--- src/rtl/bmat_pipe_unit.sv ---
// bmat_pipe_unit: RISC-V bitmanip bmator/bmatxor/bmatflip coprocessor.
// ROWS_PER_CYCLE rows per cycle; optional rd_ready via BMAT_READY_EN.
// Ports: clock, resetn (sync, active-low), start, mode[1:0],
//   rs1[63:0], rs2[63:0], rd_ready (BMAT_READY_EN only),
//   rd[63:0] (valid while done), busy, done.
module bmat_pipe_unit #(
    parameter int ROWS_PER_CYCLE = 1
) (
    input  logic        clock,
    input  logic        resetn,
    input  logic        start,
    input  logic [1:0]  mode,
    input  logic [63:0] rs1,
    input  logic [63:0] rs2,
`ifdef BMAT_READY_EN
    input  logic        rd_ready,
`endif
    output logic [63:0] rd,
    output logic        busy,
    output logic        done
);

    localparam int R  = ROWS_PER_CYCLE;
    localparam int P  = 8 / R;
    localparam int CW = (P > 1) ? $clog2(P) : 1;

    generate
        if (!(R == 1 || R == 2 || R == 4 || R == 8)) begin : g_bad_rows
            $error("ROWS_PER_CYCLE must be 1, 2, 4 or 8");
        end
    endgenerate

    typedef enum logic [1:0] {IDLE, RUN, DONE} state_t;

    state_t      state_q, state_d;
    logic [63:0] a_q, b_q, rd_q, rd_d;
    logic [1:0]  mode_q;
    logic [CW-1:0] cnt_q;
    logic        last_row;
    logic        accept;
    logic        ready_ok;

`ifdef BMAT_READY_EN
    assign ready_ok = rd_ready;
`else
    assign ready_ok = 1'b1;
`endif

    // One result row: combine the rows of B selected by the bits of A's row.
    function automatic logic [7:0] row_calc(input logic [7:0]  a,
                                            input logic [63:0] b,
                                            input logic        use_xor);
        logic [7:0] acc;
        acc = '0;
        for (int k = 0; k < 8; k++) begin
            if (a[k]) begin
                acc = use_xor ? (acc ^ b[8*k +: 8]) : (acc | b[8*k +: 8]);
            end
        end
        return acc;
    endfunction

    function automatic logic [63:0] flip(input logic [63:0] a);
        logic [63:0] t;
        t = '0;
        for (int i = 0; i < 8; i++) begin
            for (int j = 0; j < 8; j++) begin
                t[8*i + j] = a[8*j + i];
            end
        end
        return t;
    endfunction

    generate
        if (P > 1) begin : g_cnt
            always_ff @(posedge clock) begin
                if (!resetn) begin
                    cnt_q <= '0;
                end else if (accept) begin
                    cnt_q <= '0;
                end else if (state_q == RUN) begin
                    cnt_q <= cnt_q + 1'b1;
                end
            end
            assign last_row = (cnt_q == CW'(P - 1));
        end else begin : g_nocnt
            assign cnt_q    = '0;
            assign last_row = 1'b1;
        end
    endgenerate

    always_ff @(posedge clock) begin
        if (!resetn) begin
            state_q <= IDLE;
        end else begin
            state_q <= state_d;
        end
    end

    // A flip is a single RUN cycle; a new request can start from DONE.
    always_comb begin
        state_d = state_q;
        busy    = 1'b0;
        done    = 1'b0;
        accept  = 1'b0;
        unique case (state_q)
            IDLE: begin
                accept = start;
            end
            RUN: begin
                busy = 1'b1;
                if (mode_q[1] || last_row) begin
                    state_d = DONE;
                end
            end
            DONE: begin
                done = 1'b1;
                if (ready_ok) begin
                    accept  = start;
                    state_d = IDLE;
                end
            end
            default: state_d = IDLE;
        endcase
        if (accept) begin
            state_d = RUN;
        end
    end

    always_comb begin
        int         base;
        logic [2:0] idx;
        rd_d = rd_q;
        base = 0;
        idx  = '0;
        if (state_q == RUN) begin
            if (mode_q[1]) begin
                rd_d = flip(a_q);
            end else begin
                for (int r = 0; r < R; r++) begin
                    base = int'(cnt_q) * R + r;
                    idx  = base[2:0];
                    rd_d[{idx, 3'b000} +: 8] =
                        row_calc(a_q[{idx, 3'b000} +: 8], b_q, mode_q[0]);
                end
            end
        end
    end

    always_ff @(posedge clock) begin
        if (!resetn) begin
            rd_q   <= '0;
            a_q    <= '0;
            b_q    <= '0;
            mode_q <= '0;
        end else begin
            rd_q <= rd_d;
            if (accept) begin
                a_q    <= rs1;
                b_q    <= rs2;
                mode_q <= mode;
            end
        end
    end

    assign rd = rd_q;

endmodule

--- config.mk ---
export PLATFORM = sky130hd
export DESIGN_NAME = bmat_pipe_unit
export DESIGN_NICKNAME = d
export VERILOG_FILES = /design/src/rtl/bmat_pipe_unit.sv
export SDC_FILE = /design/constraint.sdc
export NUM_CORES = 1
export LEC_CHECK = 0
export ABC_AREA = 1
export BUFFER_PORTS_ARGS = -buffer_cell sky130_fd_sc_hd__buf_2
export CORE_UTILIZATION = 57
export CTS_CLUSTER_DIAMETER = 200
export DETAILED_ROUTE_END_ITERATION = 10
export HOLD_SLACK_MARGIN = 0.02
export PLACE_DENSITY_LB_ADDON = 0.1
export RECOVER_POWER = 50
export SKIP_LAST_GASP = 1
export SLEW_MARGIN = 20
export SYNTH_ARGS = -nofsm -noshare
export SYNTH_HDL_FRONTEND = slang
export SYNTH_SLANG_ARGS = --single-unit
export TNS_END_PERCENT = 30
--- constraint.sdc ---
create_clock -name clock -period 5.2 [get_ports clock]
set_clock_uncertainty 0.05 [all_clocks]
set_input_delay 0.52 -clock clock [delete_from_list [all_inputs] [get_ports clock]]
set_output_delay 0.52 -clock clock [all_outputs]
set_load 0.03 [all_outputs]
; ---- Yosys cells after proc, flatten, opt, wreduce, memory -nomap -nowiden
; Index checks and enable logic that the tools add are counted.
[totals]
output_inout_bits = 66
register_bits = 199
input_bits = 133
[classes]
shift = 3
eq_ne = 6
bitwise = 16
reduce_logical = 6
add_sub_neg = 2
mux = 39
[op_table]
columns = operator, count
row1 = $mux W8, 31
row2 = $bwmux W64, 1
row3 = $mux W64, 1
row4 = $shift A8 B8 Y64 const A, 1
row5 = $shiftx A64 B7 Y8, 1
row6 = $shiftx A8 B8 Y64, 1
row7 = $or A8 B8 Y8, 7
row8 = $xor A8 B8 Y8, 7
row9 = $neg A6 Y8, 1
row10 = $mux W1, 4
row11 = $ne A2 B2 Y1 const B, 2
row12 = $pmux W2 S2, 1
row13 = $reduce_and A2 Y1, 2
row14 = $reduce_or A2 Y1, 2
row15 = $add A3 B1 Y3 const B, 1
row16 = $eq A3 B3 Y1 const B, 1
row17 = $ne A3 B3 Y1 const B, 1
row18 = $eq A2 B1 Y1 const B, 1
row19 = $eq A2 B2 Y1 const B, 1
row20 = $logic_not A2 Y1, 1
row21 = $mux W2, 1
row22 = $not A1 Y1, 2
row23 = $logic_or A1 B1 Y1, 1

; ---- Longest topological paths before layout
[depth]
word_depth = 42
mapped_depth = 41

; ---- Worst setup path before layout
; OpenSTA, ideal clock, no wires.
[synth_path]
kind = reg2reg
from = register cnt_q[0]
to = register rd_q[15], in the netlist rd[15]
period_less_slack_ps = 4096
setup_slack_ps = 1104
t_arrival_ps = 3927
t_required_ps = 5030
stages_incl_launch_ff = 39
setup_ps = 120
cell_sequence = dfxtp_1 -> inv_2 -> buf_6 -> nand2_2 -> nand3_2 -> nand3_4 -> nand3_2 -> ha_1 -> nand2_1 -> o21ai_0 -> nand3b_1 -> nand3_1 -> nand2_1 -> inv_1 -> nand3_2 -> nand3_1 -> nand2_1 -> nand2_1 -> [... 3 more ...] -> inv_1 -> nand3_2 -> nand2_1 -> nand2_1 -> nand2_1 -> nand3_2 -> nand2_1 -> ha_1 -> o211ai_1 -> nand2_1 -> inv_1 -> ha_1 -> o21ai_0 -> nand2_1 -> nand3_2 -> nor2_2 -> nand3_1 -> a21oi_1
[synth_via]
elab_chain_len = 42
[synth_lines]
columns = item, line
row1 = "start, declared", 38  ; logic [CW-1:0] cnt_q;
row2 = "start signal, assigned", 82  ; cnt_q <= cnt_q + 1'b1;
row3 = $shiftx A64 B7 Y8, 144  ; row_calc(a_q[{idx, 3'b000} +: 8], b_q, mode_q[0]);
row4 = $mux W8, 56  ; if (a[k]) begin
row5 = $mux W8, 137  ; if (mode_q[1]) begin
row6 = $mux W8, 136  ; if (state_q == RUN) begin
row7 = $or A8 B8 Y8 / $xor A8 B8 Y8 (equally long branches), 57  ; acc = use_xor ? (acc ^ b[8*k +: 8]) : (acc | b[8*k +: 8]);
row8 = $mux W8, 57
row9 = $mux W8, 56
row10 = $mux W8, 137
row11 = [... 26 more ...], -
row12 = $or A8 B8 Y8 / $xor A8 B8 Y8 (equally long branches), 57
row13 = $mux W8, 57
row14 = $mux W8, 56
row15 = $mux W8, 137
row16 = $mux W8, 136
row17 = $shiftx A8 B8 Y64, 143  ; rd_d[{idx, 3'b000} +: 8] =
row18 = $bwmux W64 *, 143
row19 = $mux W64 *, 137
row20 = "end signal, assigned", 157  ; rd_q <= rd_d;
row21 = "end, declared", 36  ; logic [63:0] a_q, b_q, rd_q, rd_d;
; Every way passes the cells marked *; elsewhere a longest branch is shown, timed or not. The select of a mux whose other input is x is not followed.
; A chain may end at the register's enable or synchronous reset.

; ---- Worst setup path after layout
[layout_path]
from = register cnt_q[0]
to = register rd_q[31], in the netlist rd[31]
; Same word-level chain as after synthesis.

==> reports/summary.txt <==
IO Port Bufs - 198
Area after DPL - 12,400 µm²
Crit Path Class - reg2reg
htree depth - 4
ys flop type - dfxtp_1
Post-Synth XOR/XNOR Area - 0
most numerous cell in the Yosys netlist - nand2_1
largest family of logic cells by synthesized area - simple AND/OR/NAND/NOR gates
failing checks - capacitance limit, slew limit
post-synth top area share - 0.352
largest net degree at the start of global routing - 135
Max Slew Vio Count - 68
grt ovf - 0
CTS Root Cell - clkbuf_16
mux cell area share after synthesis - 0
Area contributors post-synth - dfxtp_1, nand2_1, o21ai_0
via/cell ratio - 5.67
Reg area - 3990 µm²
Synth Area in Simple Gates - 0.310
Fillers - 1,811
Compound-Gate Fraction of Synth Area - 0.213
fraction of the mapped netlist area in adder cells - 0.0420
reg-to-reg endpoint - rd[31]
post-synth net total - 1,851
Rows - 51
RSZ-0062 raised after global routing - true
I/O Pins - 199
post-DP HPWL - 23,800 µm
Final Util - 0.662
Leak - 5.72 nW
Power per Cell Area - 353 nW/µm²
GRT Util Overall - 0.328
top cells by count, synth - nand2_1, o21ai_0, a21oi_1, dfxtp_1, nor2_1
min Tclk post-route - 4.77 ns
Register-to-Register Path Depth - 35
initial antenna violation count - 0
hold_buf cts - 0
Longest Clk Path Bufs - 2
ANT cells - 0
1st-iter DRT viols - 986
Yosys Warn Count - 0
CTS Buf Count - 17
status - complete, but fails checks
vias in the first global route - 10,600
layout cells sized above 1 - 0.163
Fin. Hold Viols - 0
Required @ worst endpoint - 5.52 ns
DR pass1 iterations - 6
Tightest Hold Check Type - in2reg
final layout net count - 1,990
R2R setup slack - 0.43 ns
Crit path arrival time - 5.09 ns
CP max stage delay - 0.36 ns
drc violations - 0
Syn Inst Count - 1,680
Min-Delay Endpoint - a_q[34]
Die Y - 143 µm
Max VDD drop - 0.203 mV
Final setup viols - 0
Async SR Flop Fraction - 0
final worst-path cycle share - 0.917
R2R Path Start - cnt_q[0]
worst-margin pin slew - 2.11 ns
CP most frequent cell - nand2_1
HP Start - rs1[34]
die width - 143 µm
Avg Cell Area, Syn - 6.73 µm²
post-route ant nets - 0
starting density of the core - 0.581
Mapped Area - 11,300 µm²
worst-path fanout max - 8
vias post-DR - 11,900
hold path depth - 3
post-synthesis register bit count - 199
area of the multi-input gates - 6400 µm²
clock slew at reported path FFs - 0.08 ns
Slew headroom - -0.407
max-cap violations - 1
final WL - 33,400 µm
die area - 20,400 µm²
sequential fraction of the synthesis area - 0.352
post-synth top area cell - dfxtp_1
critical path's slowest cell - dfxtp_2
Wirelength per Cell - 15.9 µm
Worst-Skew Late Latency - 0.44 ns
GP Congestion - 0.912
CORE AREA - 19,500 µm²
first-pass GRT wire length - 51,900 µm
Post-synth EDFFs - 0
synthesis-to-finish area growth - 13.9%
post-synthesis cell type count - 31
Worst Setup End Kind - register
clock net sink count - 199
CTS tree - yes
Finished Cell Area - 12,900 µm²
Worst Setup Start Kind - register
max frequency - 0.210 GHz
[area by class of cell]
class,instances,area share
Multi-Input combinational cell,1246,0.497
Tap cell,265,0.0257
Timing Repair Buffer,219,0.0827
Clock buffer,18,0.0333
Inverter,136,0.0396
Clock inverter,13,0.0127
Sequential cell,199,0.309
[power by group]
group | switching, mW | internal (mW) | total [mW]
Sequential | 0.0883 | 1.64 | 1.73
Clock | 0.661 | 0.687 | 1.35
Combinational | 1.00 | 0.477 | 1.48
Total | 1.75 | 2.80 | 4.55
[per-stage QoR]
step | total power [mW] | instances | setup slack [ns] | hold WS [ns] | TNS (ns)
finish | 4.55 | 2096 | 0.429 | 0.270 | 0
global route | 4.83 | 2096 | -0.0218 | 0.278 | -0.0434
CTS | 4.55 | 2095 | 0.414 | 0.269 | 0
detailed placement | 3.22 | 2064 | 0.481 | 0.409 | 0
global placement | 3.18 | 2064 | 0.536 | 0.401 | 0
floorplan | 2.85 | 1680 | 1.10 | 0.385 | 0
[kinds of logic after synthesis]
logic type / Yosys count
buffers and inverters: 235
adder cells (fa/ha/maj): 38
AND/OR/NAND/NOR: 745
flip-flops: 199
AO/OA/AOI/OAI: 463
[how the worst max path moves through the flow]
stage               endpoint  slack, ns     start  depth (start not counted)
finish                rd[31]       0.43  cnt_q[0]                         35
global route          rd[57]      -0.02  cnt_q[0]                         37
CTS                   rd[56]       0.41  cnt_q[0]                         33
detailed placement    rd[24]       0.48  cnt_q[0]                         33
global placement      rd[56]       0.54  cnt_q[0]                         32
floorplan             rd[15]       1.10  cnt_q[0]                         38
[flip-flops by register name, indices dropped and copies added, names as in the netlist]
name / flops
state_q: 2
a_q: 64
cnt_q: 3
rd: 64
mode_q: 2
b_q: 64
[placed cells by master, fill, tap and decap left out, types with 7 or more instances in the layout]
cell,n
buf_2,131
nand3_1,116
a32o_1,10
inv_1,115
o21ai_0,221
nand4_1,33
buf_4,19
a21oi_1,209
dfxtp_1,196
nor3_1,7
nand2_1,342
inv_2,17
nand2_2,29
nor2_2,12
clkbuf_1,68
nor2_1,148
a31oi_1,8
ha_1,38
o211ai_1,9
clkbuf_16,17
nand3_2,47
[per-layer routing]
| metal | vias to the layer above | GRT usage | wire length [µm] | part of all wire |
|---|---|---|---|---|
| met3 | 104 | 0.0553 | 2300 | 0.069 |
| met5 | - | 0 | 0 | 0 |
| met1 | 5382 | 0.392 | 13400 | 0.40 |
| li1 | 5906 | - | - | - |
| met2 | 496 | 0.553 | 16000 | 0.48 |
| met4 | 0 | 0.195 | 1780 | 0.053 |
[worst max-delay path, delay by kind of cell, from the launching register on]
kind / cells / cell delay (ns)
flops: 1 / 0.36
compound gates: 4 / 0.44
simple gates: 25 / 2.91
fa+ha+maj: 3 / 0.78
buf+inv: 3 / 0.17
[what timing repair did]
item / 4_1_cts / 5_1_grt
setup buffers: 0 / 1
endpoints found under the setup margin: 0 / 26
gates resized for setup: 0 / 4
(Power assumes the default switching activity.)
